--- config.mk ---
export PLATFORM = sky130hd
export DESIGN_NAME = tcdm_fill_check_master_flat
export DESIGN_NICKNAME = d
export VERILOG_FILES = /design/src/rtl/tcdm_if.sv /design/src/rtl/tcdm_fill_check_master.sv /design/src/flat_wrapper.sv
export SDC_FILE = /design/constraint.sdc
export NUM_CORES = 1
export LEC_CHECK = 0
export BUFFER_PORTS_ARGS = -buffer_cell sky130_fd_sc_hd__buf_2
export CAP_MARGIN = 30
export CORE_MARGIN = 5
export CORE_UTILIZATION = 38
export CTS_BUF_LIST = sky130_fd_sc_hd__clkbuf_4
export DETAILED_ROUTE_END_ITERATION = 10
export HOLD_SLACK_MARGIN = 0.12
export SYNTH_ARGS = -nofsm -noshare
export SYNTH_HDL_FRONTEND = slang
export SYNTH_SLANG_ARGS = --single-unit
--- constraint.sdc ---
create_clock -name clk_i -period 3.2 [get_ports clk_i]
set_input_delay 0.64 -clock clk_i [delete_from_list [all_inputs] [get_ports clk_i]]
set_output_delay 0.64 -clock clk_i [all_outputs]
set_load 0.02 [all_outputs]
--- src/rtl/tcdm_if.sv ---
// tcdm_if: TCDM request/grant bus with single-cycle read response
interface tcdm_if;
  logic        req;
  logic        gnt;
  logic [31:0] add;
  logic        wen;
  logic [3:0]  be;
  logic [31:0] data;
  logic [31:0] r_data;
  modport master (output req, add, wen, be, data, input gnt, r_data);
  modport slave  (input req, add, wen, be, data, output gnt, r_data);
endinterface

--- src/rtl/tcdm_fill_check_master.sv ---
// tcdm_fill_check_master: fills a TCDM region with a pattern or reads it back and counts mismatches
module tcdm_fill_check_master #(
  parameter int CNT_WIDTH = 16
) (
  input  logic                 clk_i,
  input  logic                 rst_ni,
  input  logic                 start_i,
  input  logic                 mode_i,
  input  logic                 incr_i,
  input  logic [31:0]          base_addr_i,
  input  logic [CNT_WIDTH-1:0] num_words_i,
  input  logic [31:0]          pattern_i,
  tcdm_if.master               tcdm,
  output logic                 busy_o,
  output logic                 done_o,
  output logic                 err_o,
  output logic [CNT_WIDTH-1:0] err_cnt_o,
  output logic [31:0]          first_err_addr_o
);
  localparam logic [1:0] IDLE = 2'd0, RUN = 2'd1, DRAIN = 2'd2, DONE = 2'd3;
  logic [1:0]           state_q, state_d;
  logic                 mode_q, mode_d, incr_q, incr_d;
  logic [31:0]          base_q, base_d, pat_q, pat_d;
  logic [CNT_WIDTH-1:0] num_q, num_d, idx_q, idx_d;
  logic                 pend_q, pend_d;
  logic [31:0]          exp_q, exp_d, exp_add_q, exp_add_d;
  logic                 err_q, err_d;
  logic [CNT_WIDTH-1:0] cnt_q, cnt_d;
  logic [31:0]          fea_q, fea_d;
  logic                 run, fire, last, mism;
  logic [31:0]          idx_w, add, wdata;
  assign run   = state_q == RUN;
  assign fire  = run && tcdm.gnt;
  assign last  = idx_q == num_q - CNT_WIDTH'(1);
  assign idx_w = 32'(idx_q);
  assign add   = base_q + (idx_w << 2);
  assign wdata = incr_q ? pat_q + idx_w : pat_q;
  // The one-entry pipeline holds what the previous granted read should return
  assign mism  = pend_q && tcdm.r_data != exp_q;
  assign tcdm.req  = run;
  assign tcdm.add  = run ? add : 32'h0;
  assign tcdm.wen  = run ? mode_q : 1'b1;
  assign tcdm.be   = run ? 4'hF : 4'h0;
  assign tcdm.data = run && !mode_q ? wdata : 32'h0;
  assign busy_o           = state_q != IDLE;
  assign done_o           = state_q == DONE;
  assign err_o            = err_q;
  assign err_cnt_o        = cnt_q;
  assign first_err_addr_o = fea_q;
  always_comb begin
    state_d   = state_q;
    mode_d    = mode_q;
    incr_d    = incr_q;
    base_d    = base_q;
    pat_d     = pat_q;
    num_d     = num_q;
    idx_d     = fire ? idx_q + CNT_WIDTH'(1) : idx_q;
    pend_d    = fire && mode_q;
    exp_d     = fire ? wdata : exp_q;
    exp_add_d = fire ? add : exp_add_q;
    err_d     = err_q || mism;
    cnt_d     = mism && !(&cnt_q) ? cnt_q + CNT_WIDTH'(1) : cnt_q;
    fea_d     = mism && cnt_q == '0 ? exp_add_q : fea_q;
    case (state_q)
      IDLE: if (start_i) begin
        mode_d  = mode_i;
        incr_d  = incr_i;
        base_d  = base_addr_i;
        pat_d   = pattern_i;
        num_d   = num_words_i;
        idx_d   = '0;
        err_d   = 1'b0;
        cnt_d   = '0;
        fea_d   = 32'h0;
        state_d = num_words_i == '0 ? DONE : RUN;
      end
      RUN:     state_d = fire && last ? (mode_q ? DRAIN : DONE) : RUN;
      DRAIN:   state_d = DONE;
      default: state_d = IDLE;
    endcase
  end
  always_ff @(posedge clk_i) begin
    if (!rst_ni) begin
      state_q   <= IDLE;
      mode_q    <= 1'b0;
      incr_q    <= 1'b0;
      base_q    <= 32'h0;
      pat_q     <= 32'h0;
      num_q     <= '0;
      idx_q     <= '0;
      pend_q    <= 1'b0;
      exp_q     <= 32'h0;
      exp_add_q <= 32'h0;
      err_q     <= 1'b0;
      cnt_q     <= '0;
      fea_q     <= 32'h0;
    end else begin
      state_q   <= state_d;
      mode_q    <= mode_d;
      incr_q    <= incr_d;
      base_q    <= base_d;
      pat_q     <= pat_d;
      num_q     <= num_d;
      idx_q     <= idx_d;
      pend_q    <= pend_d;
      exp_q     <= exp_d;
      exp_add_q <= exp_add_d;
      err_q     <= err_d;
      cnt_q     <= cnt_d;
      fea_q     <= fea_d;
    end
  end
endmodule

--- src/flat_wrapper.sv ---
// flat-port wrapper written by rule: the top's interface ports become plain ports
module tcdm_fill_check_master_flat 
#(
  parameter int CNT_WIDTH = 16
)
  (clk_i, rst_ni, start_i, mode_i, incr_i, base_addr_i, num_words_i, pattern_i, busy_o, done_o, err_o, err_cnt_o, first_err_addr_o, tcdm_req, tcdm_add, tcdm_wen, tcdm_be, tcdm_data, tcdm_gnt, tcdm_r_data);
  tcdm_if tcdm_i ();
  input  logic clk_i;
  input  logic rst_ni;
  input  logic start_i;
  input  logic mode_i;
  input  logic incr_i;
  input  logic [31:0] base_addr_i;
  input  logic [CNT_WIDTH-1:0] num_words_i;
  input  logic [31:0] pattern_i;
  output logic busy_o;
  output logic done_o;
  output logic err_o;
  output logic [CNT_WIDTH-1:0] err_cnt_o;
  output logic [31:0] first_err_addr_o;
  output wire logic [$bits(tcdm_i.req)-1:0] tcdm_req;
  output wire logic [$bits(tcdm_i.add)-1:0] tcdm_add;
  output wire logic [$bits(tcdm_i.wen)-1:0] tcdm_wen;
  output wire logic [$bits(tcdm_i.be)-1:0] tcdm_be;
  output wire logic [$bits(tcdm_i.data)-1:0] tcdm_data;
  input wire logic [$bits(tcdm_i.gnt)-1:0] tcdm_gnt;
  input wire logic [$bits(tcdm_i.r_data)-1:0] tcdm_r_data;
  assign tcdm_req = tcdm_i.req;
  assign tcdm_add = tcdm_i.add;
  assign tcdm_wen = tcdm_i.wen;
  assign tcdm_be = tcdm_i.be;
  assign tcdm_data = tcdm_i.data;
  assign tcdm_i.gnt = tcdm_gnt;
  assign tcdm_i.r_data = tcdm_r_data;
  tcdm_fill_check_master #(.CNT_WIDTH(CNT_WIDTH)) u_core (.clk_i(clk_i), .rst_ni(rst_ni), .start_i(start_i), .mode_i(mode_i), .incr_i(incr_i), .base_addr_i(base_addr_i), .num_words_i(num_words_i), .pattern_i(pattern_i), .tcdm(tcdm_i), .busy_o(busy_o), .done_o(done_o), .err_o(err_o), .err_cnt_o(err_cnt_o), .first_err_addr_o(first_err_addr_o));
endmodule
==> flow_summary.yaml <==
status:
  status: "complete, but fails checks"
  violations: "setup timing"
detailed_routing:
  antenna_left: 0
  vias: 11700
  vias_per_cell: 5.14
  post-route-drc-count: 0
  drt_pass1_iterations: 5
  detailedRoute.firstIterationViolations: 567
  wire_per_inst_um: 17.6
  routed_wl_um: 39800
synth:
  synth_edf_count: 0
  async_flop_share_pct: 0
  yosysTopAreaCell: "dfxtp_1"
  yosys_warnings: 0
  synth_nets: 1577
  syn_area_um2: 11300
  synthCells: 1421
  seq_area_frac_synth_pct: 38.0
  synth-seq-cells: 214
  synth_area_leaders: "dfxtp_1 (38%), nand2_1 (8.1%), a21oi_1 (6.3%), xor2_1 (5.7%), nor2_1 (5.7%)"
  ys_types: 66
  synth_ff_type: "dfxtp_1"
  syn_avg_cell_area_um2: 7.93
  synth_top_area_share_pct: 38.0
sta:
  fin_worst_skew_ns: 0.0572
  finalHoldViolations: 0
  post-route-period-util_pct: 122
  max_slew.worst_pin.slew_ns: 0.946
  finalMaxSlewViolations: 0
  setup_viol: 51
  fmax_mhz: 257
  fin_crit_ns: 3.89
  grt_setup_unrepaired: "yes"
  relSlewSlack_pct: 36.9
  finalWorstSetupSlack_ns: -0.690
finish:
  layout_commonest_cell: "nand2_1"
  layout_common_cells: "nand2_1 (240), buf_4 (214), buf_2 (192)"
  fill_cells: 2814
  nets: 1992
  fin_util_pct: 54.9
  area_growth_pct: 43.5
  drive_gt1_share_pct: 37.3
global_route:
  grt_pass1_vias: 11400
  grt_usage_pct: 22.5
  grt_pass1_wl_um: 60800
  antenna_found_initial: 3
  grt_max_degree: 83
  grt-ovfl-total: 0
setup_path:
  path_class: "register to output port"
  max_stage_delay_ns: 0.41
  path_cells: "ha_4 -> fa_2 -> a211oi_2 -> o21bai_2 -> o221ai_4 -> o211ai_1 -> buf_4 -> nand4_1 -> xor2_2 -> nor2_2 -> buf_6"
  cpMaxStageDelayCell: "fa_2"
  path_max_fanout: 7
  crit_path_start_kind: "register"
  arrival_ns: 3.25
  critical_path.top_delay_family: "compound AO/OA/AOI/OAI gates"
  end_kind: "output port"
  crit_required_ns: 2.56
  path_buf_inv: 2
power:
  swShare_pct: 28.7
  finalPower_mw: 6.24
  p_int_mw: 4.45
  netSwitchingPower_mw: 1.79
  ir_drop_uv: 277
  leakage_nw: 6.95
  powerDensity_nw_per_um2: 386
  combPwrFrac_pct: 15.6
  p_seq_share_pct: 45.9
  p_clk_share_pct: 38.5
placed_design:
  dp_slack_ns: -0.150
  detailed_place_hpwl_um: 28400
  place.gp.congestion: 0.896
  port_buffers: 238
floorplanning:
  die_w_um: 182
  row_count: 63
  die_height_um: 182
  coreArea_um2: 29500
  dieArea_um2: 33200
  io_pins: 239
  initial_core_util_pct: 38.2
clocking:
  clk_pin_slew_ns: 0.06
  cts_tree: "built"
  insertion_delay_ns: 0.70
  h-tree-depth: 2
  clockBufferDepth: 3
  clockRootBuffer: "clkbuf_4"
  cts_buffers: 59
  clock_sinks: 214
flow_run:
  cap_violations: 0
min_path:
  worst_hold_path_type: "input pin to register"
final cells by class:
| cell class | count | area, um^2 | area share, % |
|---|---|---|---|
| Clock buffer | 83 | 623 | 3.85 |
| Timing Repair Buffer | 438 | 2970 | 18.4 |
| Clock inverter | 18 | 106 | 0.658 |
| Tap cell | 390 | 488 | 3.02 |
| Multi-Input combinational cell | 1103 | 7570 | 46.8 |
| Antenna cell | 3 | 7.51 | 0.0464 |
| Inverter | 20 | 76.3 | 0.472 |
| Sequential cell | 214 | 4330 | 26.8 |
worst paths after layout:
path                               to  slack [ns]                start  cells past startpoint
setup / recovery         tcdm_add[20]       -0.69      u_core.idx_q[0]                     11
hold reg to reg   u_core.exp_add_q[1]        0.46  u_core.exp_add_q[1]                      2
hold / removal        u_core.pat_q[2]        0.19         pattern_i[2]                      3
setup reg to reg     u_core.exp_q[30]        0.09     u_core.idx_q[13]                     15
Yosys cell counts (all sizes together), types with 14 or more instances:
cell / number
inv: 20
nand4: 17
a21o: 17
ha: 36
dfxtp: 214
nor4: 18
o21ai: 67
or3: 14
a21oi: 141
mux2i: 49
nor3: 15
nand2: 244
a211oi: 19
clkbuf: 65
nor2: 170
xnor2: 48
nand3: 38
and3: 20
xor2: 73
buf: 19
logic make-up (layout without fill, tap and decap cells):
family | after synthesis | count (layout) | share of synthesized area, %
other cells | 0 | 3 | 0
xor+xnor | 121 | 121 | 9.40
buf+inv | 104 | 559 | 3.70
simple gates | 579 | 579 | 23.2
flops | 214 | 214 | 38.0
fa+ha+maj | 38 | 38 | 4.35
compound gates | 316 | 316 | 17.0
mux | 49 | 49 | 4.35
metrics by stage:
step                      setup TNS (ns)  hold WS (ns)  instances  cell area (um^2)
after CTS                         -24.47         0.128       2255             15600
after global routing              -29.60         0.141       2269             16200
after global placement             -1.43         0.439       2062             13400
after detailed placement           -1.39         0.446       2064             13400
after floorplan                        0         0.425       1421             11300
final                             -22.64         0.186       2269             16200
metal layers:
metal  share of wire, %  up-vias  GRT usage, %
met5                  0        -             0
met4                2.5        0          7.36
met3                5.9       71          3.71
met2                 48      353          38.0
met1                 44     5474          29.4
li1                   -     5764             -
repair_timing:
item                                    in CTS  in global routing
pin swaps                                   82                 66
endpoints found under the setup margin      55                 57
resized for setup                          173                 96
hold buffers                                 2                  0
endpoints found under the hold margin        2                  0
gates cloned                                 1                  0
buffers inserted                            88                 21
power by group through the flow:
stage,combinational [mW],clock (mW),sequential (mW)
6_report,0.976,2.40,2.86
5_1_grt,1.06,2.62,2.88
4_1_cts,0.928,2.49,2.86
3_5_place_dp,0.826,0,2.91
3_3_place_gp,0.818,0,2.91
2_1_floorplan,0.516,0,2.88
worst register-to-register path: stages (launching register included):
cell,delay (ns)
dfxtp_1,0.50
ha_1,0.31
and3_1,0.21
a221o_1,0.37
a2111oi_4,0.35
buf_6,0.23
nor4b_4,0.07
xnor2_2,0.15
buf_4,0.14
buf_4,0.12
buf_4,0.12
buf_4,0.12
buf_6,0.10
buf_6,0.10
buf_6,0.10
o21ai_1,0.09
state kept, by name, indices dropped and copies added (netlist names):
register,count
u_core.pend_q,1
u_core.err_o,1
u_core.exp_q,32
u_core.idx_q,16
u_core.base_q,32
u_core.state_q,2
u_core.incr_q,1
u_core.err_cnt_o,16
u_core.mode_q,1
u_core.first_err_addr_o,32
u_core.num_q,16
u_core.exp_add_q,32
u_core.pat_q,32
Power figures use the tool's default switching activity.
